<file path="src/rtl/dii_buffer.sv">
// DII channel FIFO with optional store-and-forward (FULLPACKET) mode.
// Define DII_BUFFER_FRAMING_CHECK_EN to add the first/last framing checker and err_framing port.
module dii_buffer #(
  parameter int WIDTH      = 16,
  parameter int SIZE       = 8,
  parameter int FULLPACKET = 0
) (
  input  logic             clk,
  input  logic             rst_n,
  input  logic [WIDTH-1:0] in_data,
  input  logic             in_first,
  input  logic             in_last,
  input  logic             in_valid,
  output logic             in_ready,
  output logic [WIDTH-1:0] out_data,
  output logic             out_first,
  output logic             out_last,
  output logic             out_valid,
  input  logic             out_ready
`ifdef DII_BUFFER_FRAMING_CHECK_EN
  ,
  output logic             err_framing
`endif
);

  localparam int AW = $clog2(SIZE);
  localparam int PW = AW + 1;

  logic [WIDTH+1:0] mem_q [SIZE];
  logic [PW-1:0]    wr_ptr_q, wr_ptr_d;
  logic [PW-1:0]    rd_ptr_q, rd_ptr_d;
  logic [PW-1:0]    pkt_cnt_q, pkt_cnt_d;
  logic             forced_q, forced_d;
  logic             empty, full, wr_en, rd_en, out_avail;
  logic [WIDTH+1:0] head;

  assign empty = (wr_ptr_q == rd_ptr_q);
  assign full  = (wr_ptr_q[AW-1:0] == rd_ptr_q[AW-1:0]) && (wr_ptr_q[AW] != rd_ptr_q[AW]);
  assign head  = mem_q[rd_ptr_q[AW-1:0]];

  // In store-and-forward mode a full buffer releases an oversized packet as cut-through.
  always_comb begin
    out_avail = !empty;
    if (FULLPACKET != 0) begin
      out_avail = !empty && ((pkt_cnt_q != '0) || full || forced_q);
    end
  end

  assign in_ready  = !full;
  assign wr_en     = in_valid && !full;
  assign rd_en     = out_avail && out_ready;
  assign out_valid = out_avail;
  assign out_data  = out_avail ? head[WIDTH-1:0] : '0;
  assign out_first = out_avail && head[WIDTH+1];
  assign out_last  = out_avail && head[WIDTH];

  always_comb begin
    wr_ptr_d  = wr_ptr_q + PW'(wr_en);
    rd_ptr_d  = rd_ptr_q + PW'(rd_en);
    pkt_cnt_d = pkt_cnt_q;
    case ({wr_en && in_last, rd_en && head[WIDTH]})
      2'b10:   pkt_cnt_d = pkt_cnt_q + PW'(1);
      2'b01:   pkt_cnt_d = pkt_cnt_q - PW'(1);
      default: pkt_cnt_d = pkt_cnt_q;
    endcase
    forced_d = forced_q;
    if (rd_en) begin
      if (head[WIDTH]) begin
        forced_d = 1'b0;
      end else if (pkt_cnt_q == '0) begin
        forced_d = 1'b1;
      end
    end
  end

  always_ff @(posedge clk or negedge rst_n) begin
    if (!rst_n) begin
      wr_ptr_q  <= '0;
      rd_ptr_q  <= '0;
      pkt_cnt_q <= '0;
      forced_q  <= 1'b0;
    end else begin
      wr_ptr_q  <= wr_ptr_d;
      rd_ptr_q  <= rd_ptr_d;
      pkt_cnt_q <= pkt_cnt_d;
      forced_q  <= forced_d;
    end
  end

  always_ff @(posedge clk) begin
    if (wr_en) begin
      mem_q[wr_ptr_q[AW-1:0]] <= {in_first, in_last, in_data};
    end
  end

`ifdef DII_BUFFER_FRAMING_CHECK_EN
  typedef enum logic {FR_IDLE, FR_INPKT} fr_state_e;

  fr_state_e fr_state_q;
  logic      err_framing_q;

  // Checks only flits actually accepted; the error is sticky until reset.
  always_ff @(posedge clk or negedge rst_n) begin
    if (!rst_n) begin
      fr_state_q    <= FR_IDLE;
      err_framing_q <= 1'b0;
    end else if (wr_en) begin
      case (fr_state_q)
        FR_IDLE: begin
          if (!in_first) begin
            err_framing_q <= 1'b1;
          end else if (!in_last) begin
            fr_state_q <= FR_INPKT;
          end
        end
        FR_INPKT: begin
          if (in_first) begin
            err_framing_q <= 1'b1;
          end else if (in_last) begin
            fr_state_q <= FR_IDLE;
          end
        end
        default: fr_state_q <= FR_IDLE;
      endcase
    end
  end

  assign err_framing = err_framing_q;
`endif

endmodule

</file>
<file path="config.mk">
export PLATFORM = sky130hd
export DESIGN_NAME = dii_buffer
export DESIGN_NICKNAME = d
export VERILOG_FILES = /design/src/rtl/dii_buffer.sv
export SDC_FILE = /design/constraint.sdc
export NUM_CORES = 1
export LEC_CHECK = 0
export BUFFER_PORTS_ARGS = -buffer_cell sky130_fd_sc_hd__buf_2
export CAP_MARGIN = 30
export CELL_PAD_IN_SITES_DETAIL_PLACEMENT = 1
export CELL_PAD_IN_SITES_GLOBAL_PLACEMENT = 2
export CORE_ASPECT_RATIO = 0.5
export CORE_MARGIN = 2
export CORE_UTILIZATION = 48
export CTS_BUF_LIST = sky130_fd_sc_hd__clkbuf_8
export DETAILED_ROUTE_END_ITERATION = 16
export PLACE_DENSITY_LB_ADDON = 0.1
export SYNTH_ARGS = -nofsm -noshare
export SYNTH_HDL_FRONTEND = slang
export SYNTH_SLANG_ARGS = --single-unit
</file>
<file path="constraint.sdc">
create_clock -name clk -period 2.4 [get_ports clk]
set_input_delay 0.24 -clock clk [delete_from_list [all_inputs] [get_ports clk]]
set_output_delay 0.24 -clock clk [all_outputs]
set_load 0.01 [all_outputs]
</file>
Word-level counts from Yosys, hierarchy flattened
Memory sizes are Yosys's and may differ from the RTL's.
Index checks and enable logic that the tools add are counted.
Storage, ports and cells
  register bits: 8
  bits in latches: 0
  bits in writable memories: 144
  memory bits (read-only): 0
  bits of input ports: 22
  output and inout port bits: 20
  memories: 1
Memories
  mem_q: depth 8, bits a word 18, rd ports 1, clocked after memory_dff 0, wr ports 1, RTL line 29  | logic [WIDTH+1:0] mem_q [SIZE];
Operators by class
  add/sub/neg operators: 2
  multipliers: 0
  div/mod/pow operators: 0
  magnitude comparators: 0
  eq/ne operators: 3
  shift-type cells: 0
  mux-type cells: 3
  bitwise logic cells: 0
  reductions and logical operators: 7
Operators by type and width (count)
  two-way mux 16 bit: 1
  adder 4 x 1 -> 4 bit: 2
  logical AND 1 bit: 5
  == test 4 bit: 1
  == test 3 bit: 1
  zero test 1 bit: 2
  two-way mux 1 bit: 2
  inequality test 1 bit: 1

Depth between registers and ports, before layout
  depth after elaboration: 6
  depth in mapped cells: 8
  depth with buffers taken out: 6

Worst setup path before layout
Ideal clock, no wire load.
  path type: reg-to-reg
  start point: register rd_ptr_q[0]
  end point: register rd_ptr_q[2]
  setup time: 0.122 ns
  arrival time: 1.680 ns
  required time: 2.278 ns
  setup slack: 0.598 ns
  cell stages (with the launch flop): 9
  cell sequence: dfrtp_1 buf_6 xnor2_1 nand4_1 buf_4 and2_1 ha_1 ha_1 xor2_1
On the way
  longest elaborated chain between the ends: 4
RTL lines
  start, declared: RTL line 31  | logic [PW-1:0] rd_ptr_q, rd_ptr_d;
  start signal, assigned: RTL line 84  | rd_ptr_q <= rd_ptr_d;
  == test 4 bit: RTL line 37  | assign empty = (wr_ptr_q == rd_ptr_q);
  zero test 1 bit: RTL line 43  | out_avail = !empty;
  named net out_valid: RTL line 18  | output logic out_valid,
  logical AND 1 bit: RTL line 51  | assign rd_en = out_avail && out_ready;
  adder 4 x 1 -> 4 bit: RTL line 59  | rd_ptr_d = rd_ptr_q + PW'(rd_en);
  named net rd_ptr_d[2]: RTL line 31
The timed path passes the listed nets, and every way through them passes these cells.

Final worst setup path
  start point: register rd_ptr_q[0]
  end point: output port out_data[9]
On the way
  longest elaborated chain between the ends: 2
  elaborated cells on any way between the ends: 3
  classes of those cells: eq/ne (1); mux (1); memory (1)
RTL lines
  memory (8 x 18 bit) / == test 4 bit (equally long branches)
  two-way mux 16 bit (*): RTL line 53  | assign out_data = out_avail ? head[WIDTH-1:0] : '0;
  end, declared: RTL line 15  | output logic [WIDTH-1:0] out_data,
Mark *: on every way between the ends. The rest lies on a longest branch, timed or not.

==> reports/metrics.csv <==
stage;metric;value;unit
power;power_frac_comb;35.3;%
power;switchingPower;3.05;mW
hold_path;hold_start;in_last;
sta;report.final.slew_viol_count;0;
layout;layout.area.seq;4530;um^2
clock_network;cts_tree;done;
die;die_w;164;um
critical_path;crit_path_end_kind;primary output;
route;final_antenna_net_count;0;
clock_network;clock_tree.buffer_depth;2;
clock_network;post_cts_buffers;0;
route;drt_pass1_iterations;4;
synthesis;syn_area;6120;um^2
clock_network;insertion_delay;0.44;ns
die;initial_core_util;48.8;%
status;outcome;finished clean;
sta;rsz0062_at_grt;false;
global_routing;gr-total-overflow;0;
critical_path;critPathLaunch;rd_ptr_q[0]$_DFF_PN0_;
clock_network;clk_pin_slew;0.09;ns
synthesis;ys_seq_elements;152;
sta;setup_viol;0;
synthesis;seq_area_frac_synth;73.9;%
route;post-route-drc-count;0;
placed_design;post-dp-hpwl;7370;um
synthesis;yosysWarnings;0;
layout;multi_input_area;1390;um^2
placed_design;port_buffers;41;
sta;fmax;0.450;GHz
layout;layout.nets;416;
critical_path;crit_path_max_fanout;37;
run;cap_violations;0;
clock_network;numClockSinks;152;
sta;fin_crit;2.22;ns
clock_network;cts_buffers;17;
power;pwr-share-seq;39.3;%
layout;fillCellCount;1162;
power;irDropWorstVdd;0.753;mV
hold_path;hold_path.class;primary input to flop;
route;post_drt_wl_per_cell;23.4;um
power;clkPwrFrac;25.4;%
route;wirelength;13400;um
layout;antennaDiodeCount;0;
die;dieArea;13700;um^2
route;drt_iter0_markers;198;
clock_network;root_buffer;clkbuf_8;
sta;finClkSkew;0.0110;ns
sta;min_period_over_period;92.5;%
power;power_density;1310;nW/um^2
sta;setup_tns;0;ns
route;dr_total_vias;3168;
synthesis;ys_types;23;
power;cellLeakagePower;2.60;nW
sta;worst_slew_pin_slew;0.374;ns
die;die_y;83.9;um
global_routing;grt_max_degree;74;
die;core.rowCount;29;
critical_path;worstSetupStartpointType;flop;
placed_design;place_congestion;0.698;
sta;hold_violations;0;
critical_path;r2r_start;rd_ptr_q[0]$_DFF_PN0_;
synthesis;syn-instance-count;332;
route;routed_via_density;5.53;
clock_network;cts_max_level;4;
critical_path;critical_path_class;flop to primary output;
power;internal-power;6.10;mW
die;core;12600;um^2
synthesis;synth_nets;358;
die;boundaryPins;42;
global_routing;grt_first_pass_wirelength;19700;um
sta;slew_headroom;75.1;%
layout;area_growth;14.3;%
critical_path;cp.arrival;1.98;ns
synthesis;syn_area_per_cell;18.4;um^2
critical_path;cp.required;2.16;ns
global_routing;grt_pass1_vias;3370;
power;switching_share;33.3;%
layout;layout-drive-gt1-share;22.8;%
sta;whs;0.0610;ns
global_routing;antenna_found_initial;0;
global_routing;grt_util_all_layers;20.3;%
==> worst max-delay path, stage by stage, from the launching register on <==
cell and delay (ns):
dfrtp_4 0.54, buf_16 0.22, mux2i_1 0.15, a22oi_1 0.23, and3_1 0.22, buf_2 0.14
==> through the flow <==
step                instances  utilization [%]  total power [mW]  cell area (um^2)  worst slack [ns]
finish                    573             55.8              9.15              7000             0.180
global route              573             55.8              9.60              7000            0.0607
CTS                       572             55.5              9.15              6970            0.0388
detailed placement        539             51.6              6.83              6470             0.513
global placement          539             51.6              6.71              6470             0.566
floorplan                 332                -              5.86              6120             0.598
==> sequential cells by signal, indices dropped and copies added, names as in the netlist <==
register,cells
mem_q,144
rd_ptr_q,4
wr_ptr_q,4
==> layout make-up <==
class	count	share of cell area [%]
well taps	170	3.04
clock buffers	17	3.34
multi-input cells	161	19.8
clock inverters	15	3.58
flip-flops and latches	152	64.7
repair buffers	58	5.51
==> synth_stat cells <==
library cell	instances	area, um^2
a22oi_1	36	270
and2_1	3	18.8
and3_1	23	144
and3b_1	5	43.8
buf_2	1	5.00
buf_4	4	30.0
buf_6	9	101
buf_8	5	75.1
dfrtp_1	8	200
edfxtp_1	144	4320
ha_1	4	50.1
mux2i_1	72	721
nand2_1	2	7.51
nand3_1	1	5.00
nand4_1	1	6.26
nand4b_2	1	15.0
nor2_1	1	3.75
nor2_2	1	6.26
nor2b_1	1	6.26
nor2b_4	1	13.8
nor3b_1	1	7.51
xnor2_1	6	52.6
xor2_1	2	17.5
==> per-layer routing <==
metal / wire length (um) / part of all wire [%] / global-route usage, %
met1: 6160 / 46 / 27.5
met5: 0 / 0 / 0
met2: 6600 / 49 / 33.0
met4: 140 / 1.0 / 6.78
met3: 501 / 3.7 / 4.47
==> timing repair <==
action	CTS	global route
endpoints found under the setup margin	0	13
hold buffers	1	0
resized for setup	0	1
hold endpoints to repair	8	0
==> layout by cell type (no fill, tap or decap), types with 2 or more instances in the layout <==
cell type     n
xor2_1        2
clkinvlp_4    2
dfrtp_1       7
ha_1          4
and3b_1       5
edfxtp_1    144
xnor2_1       6
nand2_1       2
a22oi_1      36
buf_4        13
clkbuf_8     17
and2_1        3
mux2i_1      72
clkinv_4      4
and3_1       23
bufinv_16     6
buf_2        41
==> worst paths after layout <==
path / cells after the start / end / slack (ns)
setup / recovery: 5 / out_data[9] / 0.18
hold / removal: 1 / mem_q[2][16]$_DFFE_PP_ / 0.06
setup reg to reg: 6 / wr_ptr_q[2]$_DFF_PN0_ / 0.49
hold reg to reg: 1 / rd_ptr_q[3]$_DFF_PN0_ / 0.50
max in group asynchronous: 2 / rd_ptr_q[0]$_DFF_PN0_ / 2.05
min in group asynchronous: 2 / rd_ptr_q[3]$_DFF_PN0_ / 0.16
==> cell families (layout without fill, tap and decap cells) <==
logic type	count (synthesis)	in the layout	synth area share, %
AO/OA/AOI/OAI	36	36	4.41
XOR/XNOR	8	8	1.14
adder cells (fa/ha/maj)	4	4	0.817
buffers and inverters	19	90	3.45
flip-flops	152	152	73.9
multiplexers	72	72	11.8
AND/OR/NAND/NOR	41	41	4.54
==> power groups by stage <==
stage | clock network (mW) | logic (mW) | registers (mW)
detailed placement | 0 | 3.18 | 3.65
global route | 2.46 | 3.49 | 3.64
CTS | 2.36 | 3.19 | 3.59
finish | 2.32 | 3.22 | 3.60
global placement | 0 | 3.11 | 3.61
floorplan | 0 | 2.31 | 3.55
Note: power is estimated with default switching activity, not from simulation.
